File: config.mk
export PLATFORM = sky130hd
export DESIGN_NAME = strobe_interval_meter_flat
export DESIGN_NICKNAME = d
export VERILOG_FILES = /design/src/rtl/strobe_interval_meter_if.sv /design/src/rtl/strobe_interval_meter.sv /design/src/flat_wrapper.sv
export SDC_FILE = /design/constraint.sdc
export NUM_CORES = 1
export LEC_CHECK = 0
export BUFFER_PORTS_ARGS = -buffer_cell sky130_fd_sc_hd__buf_4
export CELL_PAD_IN_SITES_DETAIL_PLACEMENT = 0
export CELL_PAD_IN_SITES_GLOBAL_PLACEMENT = 1
export CORE_MARGIN = 2
export CORE_UTILIZATION = 25
export CTS_CLUSTER_DIAMETER = 100
export DETAILED_ROUTE_END_ITERATION = 10
export MAX_ROUTING_LAYER = met4
export PLACE_DENSITY_LB_ADDON = 0.1
export REMOVE_ABC_BUFFERS = 1
export SLEW_MARGIN = 20
export SYNTH_ARGS = -nofsm -noshare
export SYNTH_HDL_FRONTEND = slang
export SYNTH_SLANG_ARGS = --single-unit
File: constraint.sdc
create_clock -name clk -period 2.3 [get_ports clk]
set_input_delay 0.46 -clock clk [delete_from_list [all_inputs] [get_ports clk]]
set_output_delay 0.46 -clock clk [all_outputs]
set_load 0.03 [all_outputs]
File: src/rtl/strobe_interval_meter_if.sv
// Measurement result channel: the meter presents interval/ovf/locked under a
// valid/ready handshake, and pulses dropped when an unconsumed result is overwritten.
interface strobe_interval_meter_if #(
  parameter int WIDTH = 4
);
  logic [WIDTH-1:0] interval;
  logic             interval_valid;
  logic             interval_ready;
  logic             ovf;
  logic             locked;
  logic             dropped;

  modport master (
    output interval, interval_valid, ovf, locked, dropped,
    input  interval_ready
  );

  modport slave (
    input  interval, interval_valid, ovf, locked, dropped,
    output interval_ready
  );
endinterface

File: src/rtl/strobe_interval_meter.sv
// Counts enabled ticks between strobe events and reports each interval with
// saturation, lock detection (LOCK_COUNT equal intervals) and overwrite detection.
module strobe_interval_meter #(
  parameter int WIDTH      = 4,
  parameter int LOCK_COUNT = 3
) (
  input  logic                      clk,
  input  logic                      rst,
  input  logic                      enable,
  input  logic                      strobe_in,
  strobe_interval_meter_if.master   m
);

  localparam logic [0:0]       ARM     = 1'b0;
  localparam logic [0:0]       MEASURE = 1'b1;
  localparam logic [WIDTH-1:0] MAX     = {WIDTH{1'b1}};
  localparam logic [3:0]       LOCK    = 4'(LOCK_COUNT);

  logic [0:0]       state;
  logic [WIDTH-1:0] cnt;
  logic             sat;
  logic [WIDTH-1:0] prev;
  logic             prev_ovf;
  logic [3:0]       run;

  logic             at_max;
  logic             meas;
  logic [WIDTH-1:0] meas_val;
  logic             meas_ovf;
  logic             match;
  logic [3:0]       run_nxt;

  // The strobe cycle itself counts as a tick when enable is high.
  always_comb begin
    at_max   = (cnt == MAX);
    meas     = (state == MEASURE) && strobe_in;
    meas_val = cnt;
    meas_ovf = sat;
    if (enable) begin
      if (at_max) meas_ovf = 1'b1;
      else        meas_val = cnt + WIDTH'(1);
    end
    match   = (meas_val == prev) && !meas_ovf && !prev_ovf;
    run_nxt = meas_ovf ? 4'd0 : 4'd1;
    if (match) run_nxt = (run == LOCK) ? LOCK : run + 4'd1;
  end

  always_ff @(posedge clk) begin
    if (rst) begin
      state    <= ARM;
      cnt      <= '0;
      sat      <= 1'b0;
      prev     <= '0;
      prev_ovf <= 1'b0;
      run      <= '0;
    end else begin
      case (state)
        ARM: begin
          if (strobe_in) begin
            state <= MEASURE;
            cnt   <= '0;
            sat   <= 1'b0;
          end
        end
        default: begin
          if (strobe_in) begin
            cnt      <= '0;
            sat      <= 1'b0;
            prev     <= meas_val;
            prev_ovf <= meas_ovf;
            run      <= run_nxt;
          end else if (enable) begin
            if (at_max) sat <= 1'b1;
            else        cnt <= cnt + WIDTH'(1);
          end
        end
      endcase
    end
  end

  // A new result always wins; it counts as dropped only if the old one was
  // still pending and not being taken this cycle.
  always_ff @(posedge clk) begin
    if (rst) begin
      m.interval       <= '0;
      m.interval_valid <= 1'b0;
      m.ovf            <= 1'b0;
      m.locked         <= 1'b0;
      m.dropped        <= 1'b0;
    end else if (meas) begin
      m.interval       <= meas_val;
      m.ovf            <= meas_ovf;
      m.locked         <= (run_nxt == LOCK);
      m.interval_valid <= 1'b1;
      m.dropped        <= m.interval_valid && !m.interval_ready;
    end else begin
      m.dropped <= 1'b0;
      if (m.interval_valid && m.interval_ready) m.interval_valid <= 1'b0;
    end
  end

endmodule

File: src/flat_wrapper.sv
// flat-port wrapper written by rule: the top's interface ports become plain ports
module strobe_interval_meter_flat 
#(
  parameter int WIDTH      = 4,
  parameter int LOCK_COUNT = 3
)
  (clk, rst, enable, strobe_in, m_interval, m_interval_valid, m_ovf, m_locked, m_dropped, m_interval_ready);
  strobe_interval_meter_if #(.WIDTH(WIDTH)) m_i ();
  input  logic clk;
  input  logic rst;
  input  logic enable;
  input  logic strobe_in;
  output wire logic [$bits(m_i.interval)-1:0] m_interval;
  output wire logic [$bits(m_i.interval_valid)-1:0] m_interval_valid;
  output wire logic [$bits(m_i.ovf)-1:0] m_ovf;
  output wire logic [$bits(m_i.locked)-1:0] m_locked;
  output wire logic [$bits(m_i.dropped)-1:0] m_dropped;
  input wire logic [$bits(m_i.interval_ready)-1:0] m_interval_ready;
  assign m_interval = m_i.interval;
  assign m_interval_valid = m_i.interval_valid;
  assign m_ovf = m_i.ovf;
  assign m_locked = m_i.locked;
  assign m_dropped = m_i.dropped;
  assign m_i.interval_ready = m_interval_ready;
  strobe_interval_meter #(.WIDTH(WIDTH), .LOCK_COUNT(LOCK_COUNT)) u_core (.clk(clk), .rst(rst), .enable(enable), .strobe_in(strobe_in), .m(m_i));
endmodule
==> reports/qor.yml <==
postCtsSetupBuffers: 0
rows: 22
sw_frac_of_total_pct: 25.0
die_x_um: 65.0
power_frac_seq_pct: 48.7
dpl_cell_area_um2: 1060
cts_buffers: 3
fin_crit_ps: 2070
ys_seq_area_share_pct: 38.7
cts_tree: "built"
hold_buffers: 0
die_height_um: 65.0
hold_viol_final: 0
setup_viol: 0
synth_area_per_cell_um2: 8.54
cp_max_fo: 6
powerDensity_nw_per_um2: 604
synthToLayoutAreaGrowth_pct: 19.9
max-vdd-ir-drop_uv: 192
yosysUniqueCellTypes: 35
n_fill_cell: 405
cp.arrival_ps: 2220
cts_root_buf: "clkbuf_8"
async_flop_share_pct: 0
syn_area_um2: 931
wl_um: 2060
antenna_found_initial: 0
htree_levels: 1
endpoint_kind: "flip-flop"
grt_overflow: 0
cts-resized-gates: 0
min_period_over_period_pct: 90.1
postRouteAntennaNets: 0
rsz0062_at_grt: "no"
clock_latency_ps: 250
fin_setup_tns_ps: 0
multi_input_area_um2: 528
core-area_um2: 3630
syn_inst: 109
setup_slack_ps: 227
diodes: 0
hp-class: "input pin to flip-flop"
comb_power_share_pct: 12.3
seqCellArea_um2: 360
internal_power_uw: 506
drt_iter0_drc: 37
gp_congestion: 0.681
synth_flop_cell: "dfxtp_1"
relSlewSlack_pct: 70.6
pwr-share-clk_pct: 39.0
numClockSinks: 18
startpoint_type: "flip-flop"
grt_pass1_wl_um: 3610
power_switching_uw: 168
clock_path_buffers: 2
tightestPinTransition_ps: 440
initial_core_util_pct: 25.6
synth_warnings: 0
holdWs_ps: 448
fin_nets: 128
grt_pass1_vias: 742
vias: 773
final_max_slew_viol_count: 0
required_ps: 2450
ys_seq_elements: 18
vias_per_cell: 4.60
dr.pass1.iters: 4
wl_per_cell_um: 12.3
drc_errors: 0
p_leak_nw: 0.435
path_class: "flip-flop to flip-flop"
drive_gt1_share_pct: 22.5
path_clk_slew_ps: 70
port_buffers: 12
top_level_ports: 13
place_hpwl_um: 1470
fmax_mhz: 482
pre_cts_ws_ps: 128
status: "finished, final reports clean"
finClkSkew_ps: 1.80
r2r_cells: 7
worstHoldPathCells: 2
dieArea_um2: 4230
grt_start_max_net_pins: 19
final_cell_area_um2: 1120
grt_use_total_pct: 11.4
drv_cap: 0
synth_edf_count: 0
-- metrics by stage --
stage	std cells	utilization, %	total power [mW]
finish	168	30.7	0.674
global placement	164	29.2	0.420
detailed placement	164	29.2	0.420
global route	168	30.7	0.717
CTS	168	30.7	0.691
floorplan	102	-	0.387
-- cells in the mapped netlist (2+ instances only) --
cell type  number  area [um^2]
nor2_1         17         63.8
nand2b_1        3         18.8
inv_1           2         7.51
and2_1          2         12.5
nor2b_1         3         18.8
nand2_1        10         37.5
ha_1            2         25.0
a22oi_1         2         15.0
dfxtp_1        18          360
a211oi_1        2         15.0
a21oi_1         7         35.0
a31oi_1         2         12.5
xor2_1          2         17.5
nor3_1          7         35.0
clkbuf_1        5         18.8
nand3_1         5         25.0
xnor2_1         2         17.5
-- power groups by stage --
stage	combinational, mW	clock, mW	sequential [mW]
3_5_place_dp	0.0842	0	0.336
5_1_grt	0.0925	0.294	0.330
3_3_place_gp	0.0847	0	0.336
4_1_cts	0.0842	0.279	0.328
6_report	0.0829	0.263	0.329
2_1_floorplan	0.0436	0	0.343
-- flip-flops by register name (all words and copies together), names as in the netlist --
name / count
u_core.state: 1
u_core.run: 4
u_core.cnt: 4
u_core.m.dropped: 1
u_core.m.interval_valid: 1
u_core.sat: 1
u_core.m.interval: 4
u_core.prev_ovf: 1
u_core.m.locked: 1
-- layer usage --
| layer | global-route usage (%) | up-vias | share of wire, % | wire length [um] |
|---|---|---|---|---|
| li1 | - | 410 | - | - |
| met1 | 16.0 | 349 | 54 | 1110 |
| met2 | 16.0 | 12 | 43 | 880 |
| met3 | 2.08 | 2 | 2.8 | 57 |
| met4 | 4.69 | 0 | 0.68 | 14 |
| met5 | - | - | 0 | 0 |
-- worst paths after layout --
check	from	to	slack, ps
worst min-delay path	strobe_in	u_core.sat$_SDFFE_PP0P_	450
worst max-delay path	u_core.cnt[0]$_SDFFE_PP0P_	u_core.run[0]$_SDFFE_PP0P_	230
worst max register to register	u_core.cnt[0]$_SDFFE_PP0P_	u_core.run[0]$_SDFFE_PP0P_	230
worst min register to register	u_core.m.interval_valid$_SDFFE_PP0P_	u_core.m.dropped$_SDFF_PP0_	480
-- final cells by class --
cell class | count | share of cell area [%]
Multi-Input combinational cell | 82 | 47.3
Sequential cell | 18 | 32.3
Timing Repair Buffer | 14 | 9.42
Tap cell | 48 | 5.38
Clock buffer | 4 | 4.93
Inverter | 2 | 0.673
-- worst max-delay path, cell delays in order, from the launching register on --
cell and delay [ps]:
dfxtp_1 320, ha_1 270, and4_2 260, a211oi_2 330, xnor2_1 150, nor4_4 300, nand2_1 90, o31a_1 240
-- cell usage in the layout (no fill, tap or decap), drive strengths merged, types with 4 or more instances in the layout --
master  netlist  layout
a21oi         7       7
buf           2      14
nor3          7       7
nor2         17      17
nand2        10      10
nand3         6       6
dfxtp        18      18
clkbuf        5       4
-- logic make-up after synthesis --
group	Yosys count	share of synthesized area, %
AND/OR/NAND/NOR	54	31.0
AO/OA/AOI/OAI	19	14.1
flip-flops	18	38.7
buffers and inverters	9	4.57
XOR/XNOR	5	6.32
multiplexers	2	2.55
adder cells (fa/ha/maj)	2	2.69
Power figures use the tool's default switching activity.
